===== src/rtl/cart_ram_uploader.sv =====
// cart_ram_uploader: serves hps_io upload byte requests from the cart/save RAM
// read port, stalling the HPS with ioctl_wait while the RAM read is in flight.
// Also counts bytes returned per session and tracks whether the RAM image has
// been modified since the last complete upload.
module cart_ram_uploader #(
    parameter int          AW     = 13,
    parameter int          RD_LAT = 1,
    parameter logic [7:0]  FILL   = 8'hFF
) (
    input  logic          clk_sys,
    input  logic          reset_n,
    input  logic          ioctl_upload,
    input  logic          ioctl_rd,
    input  logic [24:0]   ioctl_addr,
    output logic [7:0]    ioctl_din,
    output logic          ioctl_wait,
    input  logic [AW:0]   mem_size,
    output logic [AW-1:0] ram_addr,
    output logic          ram_rd,
    input  logic [7:0]    ram_q,
    input  logic          core_wr,
    output logic          dirty,
    output logic [AW:0]   bytes_sent,
    output logic          upload_done,
    output logic          proto_err
);

    typedef enum logic [1:0] {
        IDLE  = 2'd0,
        FETCH = 2'd1,
        LAT   = 2'd2
    } state_t;

    // Byte counter saturates at the full RAM size.
    localparam logic [AW:0] SENT_MAX = {1'b1, {AW{1'b0}}};
    // Counter value loaded on leaving FETCH; LAT completes when it reaches zero.
    localparam logic [1:0]  LAT_LOAD = 2'(RD_LAT - 1);

    state_t        state_r, state_s;
    logic [7:0]    din_r, din_s;
    logic          wait_r, wait_s;
    logic [AW-1:0] ram_addr_r, ram_addr_s;
    logic          ram_rd_r, ram_rd_s;
    logic          dirty_r, dirty_s;
    logic [AW:0]   sent_r, sent_s;
    logic          done_r, done_s;
    logic          perr_r, perr_s;
    logic [1:0]    cnt_r, cnt_s;
    logic          upload_q_r;

    logic          upload_rise_s;
    logic          upload_fall_s;
    logic          in_range_s;
    logic [AW:0]   sent_base_s;
    logic [AW:0]   sent_inc_s;

    // Session edge detection, range check and saturating byte-count increment.
    always_comb begin
        upload_rise_s = ioctl_upload & ~upload_q_r;
        upload_fall_s = ~ioctl_upload & upload_q_r;
        // Full 25-bit compare: any address bit at or above AW makes it out of range.
        in_range_s    = (ioctl_addr < 25'(mem_size));
        sent_base_s   = upload_rise_s ? {(AW+1){1'b0}} : sent_r;
        if (sent_base_s == SENT_MAX) begin
            sent_inc_s = SENT_MAX;
        end else begin
            sent_inc_s = sent_base_s + {{AW{1'b0}}, 1'b1};
        end
    end

    // Next-state and next-output logic for the request FSM and status flags.
    always_comb begin
        state_s    = state_r;
        din_s      = din_r;
        wait_s     = wait_r;
        ram_addr_s = ram_addr_r;
        ram_rd_s   = 1'b0;
        sent_s     = sent_base_s;
        cnt_s      = cnt_r;
        perr_s     = perr_r;
        done_s     = upload_fall_s;
        dirty_s    = dirty_r;

        case (state_r)
            IDLE: begin
                if (ioctl_upload && ioctl_rd) begin
                    if (in_range_s) begin
                        ram_addr_s = ioctl_addr[AW-1:0];
                        ram_rd_s   = 1'b1;
                        wait_s     = 1'b1;
                        state_s    = FETCH;
                    end else begin
                        // Out-of-range bytes are answered immediately without a stall.
                        din_s  = FILL;
                        sent_s = sent_inc_s;
                    end
                end else begin
                    state_s = IDLE;
                end
            end
            FETCH: begin
                if (!ioctl_upload) begin
                    wait_s  = 1'b0;
                    state_s = IDLE;
                end else begin
                    cnt_s   = LAT_LOAD;
                    state_s = LAT;
                end
            end
            LAT: begin
                if (!ioctl_upload) begin
                    // Session aborted: drop the request without counting it.
                    wait_s  = 1'b0;
                    state_s = IDLE;
                end else if (cnt_r == 2'd0) begin
                    din_s   = ram_q;
                    wait_s  = 1'b0;
                    sent_s  = sent_inc_s;
                    state_s = IDLE;
                end else begin
                    cnt_s = cnt_r - 2'd1;
                end
            end
            default: begin
                wait_s  = 1'b0;
                state_s = IDLE;
            end
        endcase

        if ((state_r != IDLE) && ioctl_rd) begin
            perr_s = 1'b1;
        end else begin
            perr_s = perr_s;
        end

        // A core write always wins over the end-of-session clear.
        if (core_wr) begin
            dirty_s = 1'b1;
        end else if (upload_fall_s && (sent_r >= mem_size)) begin
            dirty_s = 1'b0;
        end else begin
            dirty_s = dirty_r;
        end
    end

    // State and output registers with asynchronous reset.
    always_ff @(posedge clk_sys or negedge reset_n) begin
        if (!reset_n) begin
            state_r    <= IDLE;
            din_r      <= 8'h00;
            wait_r     <= 1'b0;
            ram_addr_r <= {AW{1'b0}};
            ram_rd_r   <= 1'b0;
            dirty_r    <= 1'b0;
            sent_r     <= {(AW+1){1'b0}};
            done_r     <= 1'b0;
            perr_r     <= 1'b0;
            cnt_r      <= 2'd0;
            upload_q_r <= 1'b0;
        end else begin
            state_r    <= state_s;
            din_r      <= din_s;
            wait_r     <= wait_s;
            ram_addr_r <= ram_addr_s;
            ram_rd_r   <= ram_rd_s;
            dirty_r    <= dirty_s;
            sent_r     <= sent_s;
            done_r     <= done_s;
            perr_r     <= perr_s;
            cnt_r      <= cnt_s;
            upload_q_r <= ioctl_upload;
        end
    end

    assign ioctl_din   = din_r;
    assign ioctl_wait  = wait_r;
    assign ram_addr    = ram_addr_r;
    assign ram_rd      = ram_rd_r;
    assign dirty       = dirty_r;
    assign bytes_sent  = sent_r;
    assign upload_done = done_r;
    assign proto_err   = perr_r;

endmodule


===== config.mk =====
export PLATFORM = sky130hd
export DESIGN_NAME = cart_ram_uploader
export DESIGN_NICKNAME = d
export VERILOG_FILES = /design/src/rtl/cart_ram_uploader.sv
export SDC_FILE = /design/constraint.sdc
export NUM_CORES = 1
export LEC_CHECK = 0
export BUFFER_PORTS_ARGS = -buffer_cell sky130_fd_sc_hd__buf_2
export CORE_MARGIN = 3
export CORE_UTILIZATION = 51
export CTS_CLUSTER_SIZE = 25
export DETAILED_ROUTE_END_ITERATION = 6
export PLACE_DENSITY_LB_ADDON = 0.2
export RECOVER_POWER = 50
export SYNTH_ARGS = -nofsm -noshare
export SYNTH_HDL_FRONTEND = slang
export SYNTH_SLANG_ARGS = --single-unit

===== constraint.sdc =====
create_clock -name clk_sys -period 3.5 [get_ports clk_sys]
set_clock_uncertainty 0.15 [all_clocks]
set_input_delay 0.525 -clock clk_sys [delete_from_list [all_inputs] [get_ports clk_sys]]
set_output_delay 0.525 -clock clk_sys [all_outputs]
set_load 0.01 [all_outputs]

==> results by group <==
Route
  • DRT Wirelength: approximately 7400 um
  • Wire per inst: about 16 um
  • Pre-antenna DRT Iters: 4
  • DR iter-0 viols: approximately 120
  • Final ANT Viol Nets: 0
  • Routed vias: about 2,700
  • DR vias/cell: 5.73
  • DRC Markers: 0

Setup path
  • Crit start category: primary input
  • Max incr delay on CP: between 0.4 and 0.5 ns
  • WP buf/inv: 1
  • Crit path max fanout: 9
  • Worst path cell trace: clkbuf_1 > nand2b_1 > nand2_1 > ha_1 > nor4b_1 > nand3_1 > or2_0 > a41oi_1 > a21boi_0 > o21ai_1
  • WP data arrival: 2.82 ns
  • Delay-heaviest family, CP: simple AND/OR/NAND/NOR gates
  • Data required time of the critical path: approximately 3.5 ns
  • Slowest CP cell: or2_0
  • CP endpoint kind: register
  • WS Path Type: in2reg

Timing
  • Worst Max-Slew Pin Slew: between 2 and 3 ns
  • Peak Freq: 0.359 GHz
  • Final hold vios: 0
  • Min Clock Period, post-route: about 2.8 ns
  • Setup violators final: 0
  • Slew Limit Headroom: -0.667
  • Hold_ws: between 0.2 and 0.3 ns
  • RSZ-0062 raised after global routing: no
  • Final Slew Violations: 46
  • Final TNS setup: 0 ns
  • Final period util: 0.795
  • Setup ws final: ~0.72 ns

Layout
  • Filler cells: roughly 490
  • Fin nets: approximately 480
  • Design area: approximately 3500 um2
  • Post-layout util: 0.654
  • Area delta synth->final: 19.3%
  • Layout cells sized above 1: 0.243
  • Post-Layout Cell Count: 470
  • N_diodes: 0

Clocking
  • Setup Buffers After CTS: 0
  • Worst-path clk slew: about 0.09 ns
  • Clk Latency, worst-skew pair: about 0.30 ns
  • CTS max path bufs: 2
  • Total CTS buffers: 5
  • Cells resized by post-CTS repair: 0
  • # clock sinks: between 40 and 50
  • CTS tree: yes
  • CTS Hold Buffers Added: 0
  • Htree depth: 2
  • CTS Root Cell: clkbuf_8

Logic synthesis
  • Most frequent cells after synthesis: dfrtp_1 (45), inv_1 (34), ha_1 (30), nand2_1 (28), a21oi_1 (20)
  • Synth cell types: 57
  • Largest area contributor in the netlist: dfrtp_1
  • Commonest register cell after synthesis: dfrtp_1
  • Synth async-reset ratio: 1.00
  • Syn Area/Cell: 9.37 um2
  • Syn Nets: 392
  • Synth top area cells: dfrtp_1 (39%), ha_1 (13%), inv_1 (4.4%)
  • Synth warn: 0
  • Netlist Area Pre-Place: 2910 um2
  • Most common cell in the synthesized netlist: dfrtp_1
  • Gate Count Post-Synth: between 300 and 400
  • FF+latch count, synth: between 40 and 50
  • Seq/Total Area, Yosys: 0.388
  • Synth top area share: 0.388
  • Post-synth EDFFs: 0

Power
  • Tot Pwr: 1.07 mW
  • Clock share of power: 0.310
  • Pwr dens: just over 300 nW/um2
  • Cell-internal power: 0.755 mW
  • Switch share: 0.295
  • Leak: 1.80 nW
  • Worst VDD drop: approximately 0.00028 V
  • P_sw: between 0.3 and 0.4 mW
  • Combinational Power Share: 0.174
  • Seq pwr share: 0.515

Die
  • Die Y: 81.5 um
  • Die W: slightly above 80 um
  • Total die area: around 6600 um2
  • Initial core utilization: 0.548
  • Row cnt: 26
  • Ports: slightly above 90
  • Core Area: about 5300 um2

Global routing
  • Initial antenna violation count: 0
  • Total grt overflow: 0
  • Total Routing Usage GR: 0.233
  • First-pass GRT wire length: about 12,000 um
  • Largest net degree at the start of global routing: 46
  • Vias in the first global route: around 2,600

Min path
  • Worst hold path class: in2reg

Placement
  • Hpwl dp: about 5600 um
  • Placed Area: ~3400 um2
  • Pre-CTS setup slack: between 0.6 and 0.7 ns
  • Dpl cells: about 460
  • GPL Wtd Cong: slightly below 0.9
  • Port Buffers: a little over 90

Status
  • Status: complete, but fails checks
  • Failing checks: max-capacitance violations, max-slew violations

Flow run
  • Max_cap viols: 1
sequential cells by signal, summed over array words and instances, names as in the netlist:
signal	cells
state_r	2
proto_err	1
ioctl_wait	1
cnt_r	2
ram_addr	13
upload_q_r	1
upload_done	1
ram_rd	1
ioctl_din	8
bytes_sent	14
dirty	1
kinds of logic (layout without fill, tap and decap cells):
group                      count (synthesis)  count (layout)  share of synthesized area
AOI/OAI and AO/OA                         79              79                      0.185
xor gates and xnor gates                   3               3                    0.00905
adders and majority gates                 30              30                      0.129
buffers and inverters                     46             136                     0.0663
DFF                                       45              45                      0.388
muxes                                     16              16                     0.0607
and+or+nand+nor                           91              91                      0.162
power groups by stage:
| stage | registers (mW) | clock network [mW] | logic [mW] |
|---|---|---|---|
| 3_5_place_dp | 0.562 | 0 | 0.187 |
| 3_3_place_gp | 0.562 | 0 | 0.180 |
| 2_1_floorplan | 0.560 | 0 | 0.101 |
| 6_report | 0.552 | 0.332 | 0.187 |
| 5_1_grt | 0.554 | 0.360 | 0.213 |
| 4_1_cts | 0.551 | 0.340 | 0.189 |
path summary, 6_finish.rpt:
kind                                            start                       end  slack (ns)  cells past startpoint
worst max-delay path                     ioctl_upload  bytes_sent[11]$_DFF_PN0_        0.72                     10
worst min-delay path                          core_wr         dirty$_DFFE_PN0P_        0.28                      2
worst max register to register   upload_q_r$_DFF_PN0_  bytes_sent[11]$_DFF_PN0_        0.78                      9
worst min register to register  proto_err$_DFFE_PN0P_     proto_err$_DFFE_PN0P_        0.31                      1
max in group asynchronous                     reset_n   ram_addr[8]$_DFFE_PN0P_        0.94                      1
min in group asynchronous                     reset_n   ram_addr[9]$_DFFE_PN0P_        0.83                      1
layout make-up:
| cell class | instances | area (um2) | share of cell area |
|---|---|---|---|
| multi-input combinational | 219 | 1590 | 0.458 |
| sequential | 45 | 1130 | 0.325 |
| timing repair buffer | 93 | 445 | 0.128 |
| inverter | 35 | 131 | 0.0379 |
| tap | 70 | 87.6 | 0.0253 |
| clock buffer | 5 | 68.8 | 0.0198 |
| clock inverter | 3 | 21.3 | 0.00613 |
metal layers:
metal  vias to the layer above  routed length, um  global-route usage  share of wire
met5                         -                  0                   0              0
met4                         0                 86              0.0625          0.012
met3                         8                575              0.0504          0.078
met2                       109               3530               0.405           0.48
met1                      1274               3160               0.291           0.43
li1                       1300                  -                   -              -
cell usage in the layout (no fill, tap or decap), drive strengths merged, types with 2 or more instances in the layout:
cell type and instances:
a21boi 2, a21o 4, a21oi 20, a31o 5, a31oi 13, a41oi 2
and2 3, and3 6, and4 3, buf 73, clkbuf 25, clkinv 2
dfrtp 45, ha 30, inv 35, mux2 13, mux2i 3, nand2 28
nand2b 2, nand3 9, nand4 3, nor2 15, nor2b 3, nor3 4
nor3b 2, nor4 7, o211ai 2, o21ai 17, o41ai 2, or2 2
xor2 2
(Power assumes the default switching activity.)
